--- src/rtl/pll_video_ctrl.sv ---
// pll_video_ctrl: ECP5 EHXPLLL reset/lock supervisor and dynamic phase-step sequencer.
// Define PLL_VIDEO_CTRL_STATUS_EN to implement relock_count/timeout_count.
`timescale 1ns/1ps
module pll_video_ctrl #(
    parameter int RST_CYCLES   = 16,
    parameter int LOCK_STABLE  = 1024,
    parameter int LOCK_TIMEOUT = 65536,
    parameter int PH_SETUP     = 4,
    parameter int PH_PULSE     = 4
) (
    input  logic       clk,
    input  logic       reset_n,
    input  logic       pll_locked,
    output logic       pll_rst,
    output logic [1:0] pll_phasesel,
    output logic       pll_phasedir,
    output logic       pll_phasestep,
    output logic       pll_phaseloadreg,
    output logic       video_reset_n,
    output logic       ready,
    input  logic       ph_req,
    input  logic [1:0] ph_sel,
    input  logic       ph_dir,
    output logic       ph_ack,
    output logic [7:0] relock_count,
    output logic [7:0] timeout_count
);
    localparam int CW = $clog2(RST_CYCLES + LOCK_STABLE + LOCK_TIMEOUT
                               + 2 * (PH_SETUP + PH_PULSE));

    typedef enum logic [3:0] {
        S_RESET_PLL,
        S_WAIT_LOCK,
        S_STABLE,
        S_RUN,
        S_PH_SETUP,
        S_PH_STEP,
        S_PH_HOLD,
        S_PH_LOAD,
        S_PH_DONE
    } state_t;

    state_t        state_q, state_d;
    logic [CW-1:0] cnt_q, cnt_d;
    logic          lock_s1_q, lock_s_q;
    logic          pll_rst_q, pll_rst_d;
    logic [1:0]    sel_q, sel_d;
    logic          dir_q, dir_d;
    logic          step_q, step_d;
    logic          load_q, load_d;
    logic          vrst_n_q, vrst_n_d;
    logic          ready_q, ready_d;
    logic          ack_q, ack_d;

    always_comb begin
        state_d = state_q;
        cnt_d   = cnt_q + CW'(1);
        sel_d   = sel_q;
        dir_d   = dir_q;
        unique case (state_q)
            S_RESET_PLL: if (cnt_q == CW'(RST_CYCLES - 1)) begin
                state_d = S_WAIT_LOCK;
                cnt_d   = '0;
            end
            S_WAIT_LOCK: if (lock_s_q) begin
                // the sample that ends the wait is the first stable cycle
                state_d = S_STABLE;
                cnt_d   = CW'(1);
            end else if (cnt_q == CW'(LOCK_TIMEOUT - 1)) begin
                state_d = S_RESET_PLL;
                cnt_d   = '0;
            end
            S_STABLE: if (!lock_s_q) begin
                state_d = S_WAIT_LOCK;
                cnt_d   = '0;
            end else if (cnt_q >= CW'(LOCK_STABLE - 1)) begin
                state_d = S_RUN;
                cnt_d   = '0;
            end
            S_RUN: if (!lock_s_q) begin
                state_d = S_RESET_PLL;
                cnt_d   = '0;
            end else if (ph_req) begin
                state_d = S_PH_SETUP;
                cnt_d   = '0;
                sel_d   = ph_sel;
                dir_d   = ph_dir;
            end
            S_PH_SETUP: if (cnt_q == CW'(PH_SETUP - 1)) begin
                state_d = S_PH_STEP;
                cnt_d   = '0;
            end
            S_PH_STEP: if (cnt_q == CW'(PH_PULSE - 1)) begin
                state_d = S_PH_HOLD;
                cnt_d   = '0;
            end
            S_PH_HOLD: if (cnt_q == CW'(PH_SETUP - 1)) begin
                state_d = S_PH_LOAD;
                cnt_d   = '0;
            end
            S_PH_LOAD: if (cnt_q == CW'(PH_PULSE - 1)) begin
                state_d = S_PH_DONE;
                cnt_d   = '0;
            end
            S_PH_DONE: if (!ph_req) begin
                state_d = S_RUN;
                cnt_d   = '0;
            end
            default: begin
                state_d = S_RESET_PLL;
                cnt_d   = '0;
            end
        endcase
        if (!lock_s_q && state_q inside {S_PH_SETUP, S_PH_STEP, S_PH_HOLD,
                                         S_PH_LOAD, S_PH_DONE}) begin
            state_d = S_RESET_PLL;
            cnt_d   = '0;
        end
        // outputs decode the next state so they register with it
        pll_rst_d = (state_d == S_RESET_PLL);
        step_d    = (state_d != S_PH_STEP);
        load_d    = (state_d != S_PH_LOAD);
        ack_d     = (state_d == S_PH_DONE);
        ready_d   = (state_d == S_RUN);
        vrst_n_d  = (state_d inside {S_RUN, S_PH_SETUP, S_PH_STEP, S_PH_HOLD,
                                     S_PH_LOAD, S_PH_DONE});
    end

    always_ff @(posedge clk or negedge reset_n) begin
        if (!reset_n) begin
            lock_s1_q <= 1'b0;
            lock_s_q  <= 1'b0;
            state_q   <= S_RESET_PLL;
            cnt_q     <= '0;
            pll_rst_q <= 1'b1;
            sel_q     <= 2'd0;
            dir_q     <= 1'b0;
            step_q    <= 1'b1;
            load_q    <= 1'b1;
            vrst_n_q  <= 1'b0;
            ready_q   <= 1'b0;
            ack_q     <= 1'b0;
        end else begin
            lock_s1_q <= pll_locked;
            lock_s_q  <= lock_s1_q;
            state_q   <= state_d;
            cnt_q     <= cnt_d;
            pll_rst_q <= pll_rst_d;
            sel_q     <= sel_d;
            dir_q     <= dir_d;
            step_q    <= step_d;
            load_q    <= load_d;
            vrst_n_q  <= vrst_n_d;
            ready_q   <= ready_d;
            ack_q     <= ack_d;
        end
    end

    assign pll_rst          = pll_rst_q;
    assign pll_phasesel     = sel_q;
    assign pll_phasedir     = dir_q;
    assign pll_phasestep    = step_q;
    assign pll_phaseloadreg = load_q;
    assign video_reset_n    = vrst_n_q;
    assign ready            = ready_q;
    assign ph_ack           = ack_q;

`ifdef PLL_VIDEO_CTRL_STATUS_EN
    logic [7:0] relock_q, relock_d;
    logic [7:0] timeout_q, timeout_d;
    logic       lost_ev, tmo_ev;

    always_comb begin
        lost_ev   = (state_d == S_RESET_PLL)
                    && (state_q inside {S_RUN, S_PH_SETUP, S_PH_STEP,
                                        S_PH_HOLD, S_PH_LOAD, S_PH_DONE});
        tmo_ev    = (state_q == S_WAIT_LOCK) && (state_d == S_RESET_PLL);
        relock_d  = relock_q;
        timeout_d = timeout_q;
        if (lost_ev && relock_q != 8'hff)
            relock_d = relock_q + 8'd1;
        if (tmo_ev && timeout_q != 8'hff)
            timeout_d = timeout_q + 8'd1;
    end

    always_ff @(posedge clk or negedge reset_n) begin
        if (!reset_n) begin
            relock_q  <= 8'd0;
            timeout_q <= 8'd0;
        end else begin
            relock_q  <= relock_d;
            timeout_q <= timeout_d;
        end
    end

    assign relock_count  = relock_q;
    assign timeout_count = timeout_q;
`else
    assign relock_count  = 8'd0;
    assign timeout_count = 8'd0;
`endif

endmodule

--- config.mk ---
export PLATFORM = sky130hd
export DESIGN_NAME = pll_video_ctrl
export DESIGN_NICKNAME = d
export VERILOG_FILES = /design/src/rtl/pll_video_ctrl.sv
export SDC_FILE = /design/constraint.sdc
export NUM_CORES = 1
export LEC_CHECK = 0
export CORE_UTILIZATION = 53
export DETAILED_ROUTE_END_ITERATION = 6
export PLACE_DENSITY = 0.9
export SLEW_MARGIN = 25
export SYNTH_ARGS = -nofsm -noshare
export SYNTH_HDL_FRONTEND = slang
export SYNTH_SLANG_ARGS = --single-unit
--- constraint.sdc ---
create_clock -name clk -period 2.9 [get_ports clk]
set_input_delay 0.435 -clock clk [delete_from_list [all_inputs] [get_ports clk]]
set_output_delay 0.435 -clock clk [all_outputs]
set_load 0.01 [all_outputs]
Word-level counts from Yosys, hierarchy flattened
Cells that the tools add are included.
{"block": "totals", "in_bits": 7, "out_inout_bits": 25, "regBits": 32, "wordCells": 66}
{"block": "classes", "n_reduce_logical": 8, "mux": 25, "n_eq_ne": 19, "n_addsub": 1, "n_lt_le_gt_ge": 1}
{"op": "$mux 17", "count": 10}
{"op": "$pmux 17 s6", "count": 1}
{"op": "$mux 4", "count": 13}
{"op": "$pmux 4 s9", "count": 1}
{"op": "$eq 4x3->1 const B", "count": 8}
{"op": "$add 17x1->17 const B", "count": 1}
{"op": "$eq 17x16->1 const B", "count": 1}
{"op": "$eq 17x2->1 const B", "count": 1}
{"op": "$eq 17x4->1 const B", "count": 1}
{"op": "$ge 17x10->1 const B", "count": 1}
{"op": "$eq 4x2->1 const B", "count": 3}
{"op": "$eq 4x4->1 const B", "count": 2}
{"op": "$logic_not 4->1", "count": 2}
{"op": "$ne 4x3->1 const B", "count": 2}
{"op": "$reduce_bool 6->1", "count": 1}
{"op": "$reduce_bool 5->1", "count": 1}
{"op": "$eq 4x1->1 const B", "count": 1}
{"op": "$reduce_or 4->1", "count": 1}
{"op": "$reduce_and 3->1", "count": 1}
{"op": "$logic_and 1x1->1", "count": 1}
{"op": "$logic_not 1->1", "count": 1}

Depth between registers and ports, before layout
Gate-level depths: netlist (run 1).
{"block": "depth", "ltp_word": 7, "depth_mapped": 12, "ltp_nobuf": 12}

Worst setup path before layout (run 1)
No wires, ideal clock.
{"block": "synth_timing", "path_type": "register -> register", "from": "reg cnt_q[4]", "to": "reg vrst_n_q, in the netlist video_reset_n", "t_arrival_ps": 2184, "stages_incl_launch_ff": 13, "path_buffers": 0, "slack_ps": 589, "required_ps": 2773, "period_less_slack_ps": 2311, "setup_ps": 127, "path_cell_list": "dfrtp_1 > and4_2 > nand3_2 > nor2_1 > nand3_1 > inv_1 > ha_1 > inv_1 > a21oi_1 > o2bb2ai_1 > a211oi_1 > a311oi_1 > or2_2"}
{"block": "synth_between", "elab_chain_cells": 7, "word_cells_on_any_way": 22, "cone_classes": "1 x order compare; 9 x eq/ne; 11 x mux; 1 x reduce/logical"}
{"item": "start, declared", "line": "44", "text": "logic [CW-1:0] cnt_q, cnt_d;"}
{"item": "start signal, assigned", "line": "147", "text": "cnt_q <= cnt_d;"}
{"item": "$ge 17x10->1 / $eq 17x16->1 (equally long branches)", "line": "76, 69"}
{"item": "$mux 4 (on tied branches)", "line": "76, 69"}
{"item": "$mux 4 (on tied branches)", "line": "73, 65"}
{"item": "$pmux 4 s9 (*)", "line": "60", "text": "unique case (state_q)"}
{"item": "$mux 4 (*)", "line": "114", "text": "if (!lock_s_q && state_q inside {S_PH_SETUP, S_PH_STEP, S_PH_HOLD,"}
{"item": "$eq 4x2->1 (tied with other cells)", "line": "125", "text": "vrst_n_d = (state_d inside {S_RUN, S_PH_SETUP, S_PH_STEP, S_PH_HOLD,"}
{"item": "$reduce_bool 6->1 (*)", "line": "125"}
{"item": "via vrst_n_d", "line": "51", "text": "logic vrst_n_q, vrst_n_d;"}
{"item": "end signal, assigned", "line": "153", "text": "vrst_n_q <= vrst_n_d;"}
{"item": "end, declared", "line": "51"}
Mark *: on every way through the listed nets, which the timed path passes. The rest lies on a longest branch.
A chain may end at the register's enable or synchronous reset.

Worst setup path in the final report (run 1)
Same ends and word-level chain as after synthesis.

==> flow_summary.yaml, run 1 <==
clock_network:
  cts-root-buf: "clkbuf_4"
  clk_pin_slew_worst_paths_ns: 0.09
  clkLatencyLatePin_ns: 0.33
  numCtsBuffers: 5
  cts_max_path_buffers: 2
  cts.sinks: 32
  cts_setup_buffers: 0
  cts-resized-gates: 0
  tritoncts: "built"
  htree_levels: 2
  postCtsHoldBufs: 0
die:
  rows: 21
  coreArea_sq_um: 3390
  die_area_sq_um: 3860
  die_w_microns: 62.1
  start_util_pct: 56.5
  die_h_microns: 62.1
  top_level_ports: 32
logic_synthesis:
  ys_types: 53
  synth_warnings: 0
  yosys_register_bits: 32
  avgSynthCellArea_sq_um: 9.53
  synth_area_leaders: "dfrtp_1 (38%), buf_4 (6.3%), nor2_1 (5.9%)"
  synth_area_sq_um: 1920
  ys.flop_type: "dfrtp_1"
  synth-edff-count: 0
  yosys.area.top_type_share_pct: 37.9
  yosysTopAreaCell: "dfrtp_1"
  async_flop_share_pct: 100
  yosysSeqAreaShare_pct: 42.0
  yosysMostFrequentCell: "nor2_1"
  synth_common_cells: "nor2_1 (30), dfrtp_1 (29), buf_4 (16), nand2_1 (15), nand3_1 (10)"
  synth_cells: 201
worst_setup_path:
  required_ns: 3.12
  endpoint_kind: "flip-flop"
  worst-path-max-fanout: 6
  cp_slowest_cell: "dfrtp_1"
  path_class: "reg2reg"
  crit_path_start_kind: "flip-flop"
  path_cells: "and4_2, nand3_2, nor2_1, nand3_1, inv_1, ha_1, inv_1, a21oi_1, o2bb2ai_1, a211oi_1, a311oi_1, or2_2"
  cpPeakStageDelay_ns: 0.44
  crit_top_cell: "inv_1"
  critPathArrivalTime_ns: 2.85
  path_buf_inv: 2
  critical-path-top-delay-family: "simple AND/OR/NAND/NOR gates"
drt:
  viasPerCell: 5.20
  first_pass_iters: 4
  routed_wl_microns: 3200
  wl_per_cell_microns: 12.2
  drt_iter0_drc: 74
  ant_nets: 0
  vias: 1368
  drc: 0
layout:
  area_delta_synth_final_pct: 8.03
  layout-drive-gt1-share_pct: 12.9
  fillers: 282
  regArea_sq_um: 805
  nets: 226
  diodes: 0
  multi_input_area_sq_um: 966
  post-route-util_pct: 61.1
grt:
  grt_use_total_pct: 18.3
  antenna_found_initial: 0
  grt_first_pass_wirelength_microns: 5580
  grt_max_degree: 19
  grt_pass1_vias: 1260
  overflow: 0
timing:
  timing.hold.ws_ns: 0.363
  timing_hold_violations_final: 0
  rsz0062_at_grt: "false"
  fin_crit_ns: 2.63
  slew_violations: 0
  period_share_pct: 90.8
  finalSetupViolations: 0
  tns_ns: 0
  fmax_mhz: 380
  slew_headroom_pct: 56.7
  worst_slew_pin_slew_ns: 0.648
  fin_worst_skew_ns: 0.00832
run:
  maxCapViolCount: 0
power:
  p_leak_nw: 0.953
  ir_drop_mv: 0.292
  power.density_nw_per_um2: 670
status:
  outcome: "finished, final reports clean"
place:
  hpwl_microns: 2390
  place.gp.congestion: 0.883
  portBuffers: 15
worst_hold_path:
  hold_path_class: "reg2reg"
[cells in the final DEF (no fill, tap or decap), drive strengths merged, types with 6 or more instances in the layout]
master,instances
conb,16
xor2,9
a21oi,7
nand3,11
clkdlybuf4s50,15
dfrtp,29
nand2,15
and3,6
clkbuf,8
nor2,30
[flip-flops by register name, summed over array words and instances, names as in the netlist]
register	flops
cnt_q	17
state_q	4
pll_phasesel	2
lock_s1_q	1
lock_s_q	1
ph_ack	1
pll_phasedir	1
pll_phaseloadreg	1
pll_phasestep	1
pll_rst	1
ready	1
video_reset_n	1
[final timing paths]
path,startpoint,to,slack (ns),cells past startpoint
max in group asynchronous,reset_n,cnt_q[10],1.73,2
hold reg to reg,lock_s1_q,lock_s_q,0.36,0
setup reg to reg,cnt_q[4],video_reset_n,0.27,12
hold / removal,lock_s1_q,lock_s_q,0.36,0
setup / recovery,cnt_q[4],video_reset_n,0.27,12
min in group asynchronous,reset_n,cnt_q[8],0.50,1
[layout make-up]
cell class,count,share of cell area [%]
Multi-Input combinational cell,157,46.7
Tap cell,46,2.78
Clock buffer,8,3.33
Timing Repair Buffer,16,7.62
Sequential cell,32,38.9
Inverter,4,0.726
[layer usage]
layer | track usage, % | wire, microns | vias to the layer above
li1 | - | - | 694
met1 | 24.0 | 1570 | 636
met2 | 28.6 | 1440 | 30
met3 | 4.96 | 117 | 8
met4 | 7.85 | 65 | 0
met5 | 0 | 0 | -
[power by group]
| part | switching (mW) | internal [mW] |
|---|---|---|
| clock network | 0.140 | 0.142 |
| registers | 0.0819 | 0.519 |
| logic | 0.282 | 0.220 |
[through the flow]
| stage | power [mW] | setup WS [ns] | std cells | instance area [sq um] |
|---|---|---|---|---|
| finish | 1.39 | 0.268 | 263 | 2070 |
| global route | 1.50 | 0.0222 | 263 | 2070 |
| CTS | 1.40 | 0.266 | 263 | 2070 |
| detailed placement | 1.11 | 0.302 | 255 | 2000 |
| global placement | 1.10 | 0.408 | 255 | 2000 |
| floorplan | 1.01 | 0.589 | 216 | 1970 |
[logic make-up after synthesis]
group | share of synthesized area [%]
AO/OA/AOI/OAI | 10.7
XOR/XNOR | 6.40
buffers and inverters | 10.5
multiplexers | 2.29
adder cells (fa/ha/maj) | 1.96
other | 0.196
flip-flops | 42.0
AND/OR/NAND/NOR | 25.9
Power figures use the tool's default switching activity.
==> inputs of run 2 (changes only) <==
--- a/config.mk
+++ b/config.mk
@@ -12,3 +12,4 @@
 export SYNTH_ARGS = -nofsm -noshare
 export SYNTH_HDL_FRONTEND = slang
 export SYNTH_SLANG_ARGS = --single-unit
+export TNS_END_PERCENT = 10
==> results of run 2 <==
The final DEF is identical to that of run 1; final timing and power are the same.
==> inputs of run 3 (changes only) <==
--- a/config.mk
+++ b/config.mk
@@ -5,7 +5,8 @@
 export SDC_FILE = /design/constraint.sdc
 export NUM_CORES = 1
 export LEC_CHECK = 0
-export CORE_UTILIZATION = 53
+export ABC_AREA = 1
+export CORE_UTILIZATION = 54
 export DETAILED_ROUTE_END_ITERATION = 6
 export PLACE_DENSITY = 0.9
 export SLEW_MARGIN = 25
==> run 3 against run 2 <==
  * Synthesized cell count rose by 31%
  * Critical path depth grew 4
  * Flip-flop and latch count did not move
  * Clock power rose by 13%
  * Die area rose by 7.6%
  * Highest routed layer unchanged
==> flow_summary.yaml, run 3 <==
clock_network:
  clk_pin_slew_worst_paths_ns: 0.07
  cts_setup_buffers: 0
  numCtsBuffers: 5
  cts_max_path_buffers: 2
  postCtsHoldBufs: 0
  htree_levels: 2
  cts-resized-gates: 0
  clkLatencyLatePin_ns: 0.29
  cts.sinks: 32
  cts-root-buf: "clkbuf_8"
  tritoncts: "built"
worst_setup_path:
  critical-path-top-delay-family: "simple AND/OR/NAND/NOR gates"
  endpoint_kind: "flip-flop"
  crit_path_start_kind: "flip-flop"
  critPathArrivalTime_ns: 2.81
  cp_slowest_cell: "dfrtp_1"
  path_cells: "ha_1, nand3_4, nor2_4, nand3_2, nor2_2, nand3_1, nor3_2, ha_1, nor2_1, nand2_2, nand3_1, nor2_1, nand3_1, nand2_1, nand2_1, nor2_1"
  worst-path-max-fanout: 5
  path_class: "reg2reg"
  required_ns: 3.12
  path_buf_inv: 0
  cpPeakStageDelay_ns: 0.35
die:
  die_area_sq_um: 4150
  start_util_pct: 57.1
  coreArea_sq_um: 3690
  die_w_microns: 64.4
  top_level_ports: 32
  rows: 22
  die_h_microns: 64.4
logic_synthesis:
  yosysMostFrequentCell: "nand2_1"
  yosys_register_bits: 32
  avgSynthCellArea_sq_um: 8.01
  synth_area_sq_um: 2110
  synth_area_leaders: "dfrtp_1 (34%), nand2_1 (6.8%), inv_1 (6.1%)"
  yosysTopAreaCell: "dfrtp_1"
  ys.flop_type: "dfrtp_1"
  synth_cells: 263
  yosysSeqAreaShare_pct: 38.2
  synth_warnings: 0
  yosys.area.top_type_share_pct: 34.5
  synth-edff-count: 0
  async_flop_share_pct: 100
  synth_common_cells: "nand2_1 (38), inv_1 (34), dfrtp_1 (29), nor2_1 (29), inv_2 (19)"
  ys_types: 34
timing:
  fmax_mhz: 387
  rsz0062_at_grt: "false"
  finalSetupViolations: 0
  fin_crit_ns: 2.59
  slew_headroom_pct: 66.4
  fin_worst_skew_ns: 0.00834
  slew_violations: 0
  worst_slew_pin_slew_ns: 0.503
  period_share_pct: 89.2
  tns_ns: 0
  timing_hold_violations_final: 0
grt:
  antenna_found_initial: 0
  grtUsageMet3_pct: 3.35
  met2_usage_pct: 34.1
  grt_pass1_vias: 1562
  grt_use_total_pct: 21.6
  overflow: 0
  grt_first_pass_wirelength_microns: 6840
  top_usage_layer: "met2"
  grt_max_degree: 33
  grt_use_met1_pct: 27.9
power:
  power.density_nw_per_um2: 730
  p_leak_nw: 1.20
  ir_drop_mv: 0.370
place:
  placedInstanceArea_sq_um: 2240
  portBuffers: 15
  place.gp.congestion: 0.945
  hpwl_microns: 2940
layout:
  fillers: 316
  area_delta_synth_final_pct: 10.2
  fin_area_sq_um: 2320
  layout-drive-gt1-share_pct: 24.7
  largest_register: "cnt_q"
  nets: 293
  diodes: 0
  layout_commonest_cell: "nand2_1"
  final_cell_mix: "nand2_1 (38), inv_1 (34), nor2_1 (29), dfrtp_1 (29), inv_2 (19)"
  largest_reg_flops: 17
drt:
  routed_wl_microns: 3980
  drt_iter0_drc: 107
  ant_nets: 0
  first_pass_iters: 4
  vias: 1670
  viasPerCell: 5.05
  drc: 0
  wl_per_cell_microns: 12.0
status:
  outcome: "finished, final reports clean"
worst_hold_path:
  hold_path_class: "reg2reg"
run:
  maxCapViolCount: 0
run 3: path summary, 6_finish.rpt:
path                            startpoint                to  slack (ns)  cells after the start
worst max register to register    cnt_q[0]           pll_rst        0.31                     16
max in group asynchronous          reset_n  pll_phaseloadreg        2.04                      2
worst max-delay path              cnt_q[0]           pll_rst        0.31                     16
min in group asynchronous          reset_n          cnt_q[7]        0.53                      2
worst min register to register   lock_s1_q          lock_s_q        0.35                      0
worst min-delay path             lock_s1_q          lock_s_q        0.35                      0
run 3: area by class of cell:
| type | instances | area, sq um | area share, % |
|---|---|---|---|
| sequential | 32 | 805 | 34.7 |
| clock inverter | 1 | 5.00 | 0.216 |
| tap | 48 | 60.1 | 2.59 |
| multi-input combinational | 175 | 1020 | 44.0 |
| timing repair buffer | 16 | 158 | 6.79 |
| clock buffer | 6 | 72.6 | 3.13 |
| inverter | 53 | 199 | 8.57 |
run 3: power by group:
part,internal (mW),switching [mW]
sequential,0.529,0.0735
clock,0.163,0.156
combinational,0.271,0.501
total,0.963,0.731
run 3: per-layer routing:
layer  vias to the layer above  routed length, microns
met5                         -                       0
met4                         0                      77
met3                         7                     166
met2                        51                    1890
met1                       777                    1850
li1                        835                       -
run 3: through the flow:
stage / worst slack [ns] / power [mW] / std cells / hold WS [ns] / utilization [%]
2_1_floorplan: 0.660 / 1.23 / 278 / 0.139 / -
3_3_place_gp: 0.532 / 1.34 / 324 / 0.334 / 60.8
3_5_place_dp: 0.382 / 1.36 / 324 / 0.341 / 60.8
4_1_cts: 0.341 / 1.68 / 331 / 0.355 / 62.9
5_1_grt: 0.0320 / 1.80 / 331 / 0.377 / 62.9
6_report: 0.314 / 1.69 / 331 / 0.350 / 62.9
run 3: cell families (layout without fill, tap and decap cells):
| group | count (synthesis) | after routing | share of synthesized area [%] |
|---|---|---|---|
| flip-flops | 32 | 32 | 38.2 |
| adder cells (fa/ha/maj) | 3 | 3 | 1.78 |
| multiplexers | 3 | 3 | 1.60 |
| XOR/XNOR | 3 | 3 | 1.25 |
| buffers and inverters | 71 | 76 | 15.9 |
| other | 1 | 16 | 0.178 |
| AO/OA/AOI/OAI | 20 | 20 | 6.12 |
| AND/OR/NAND/NOR | 130 | 130 | 34.9 |
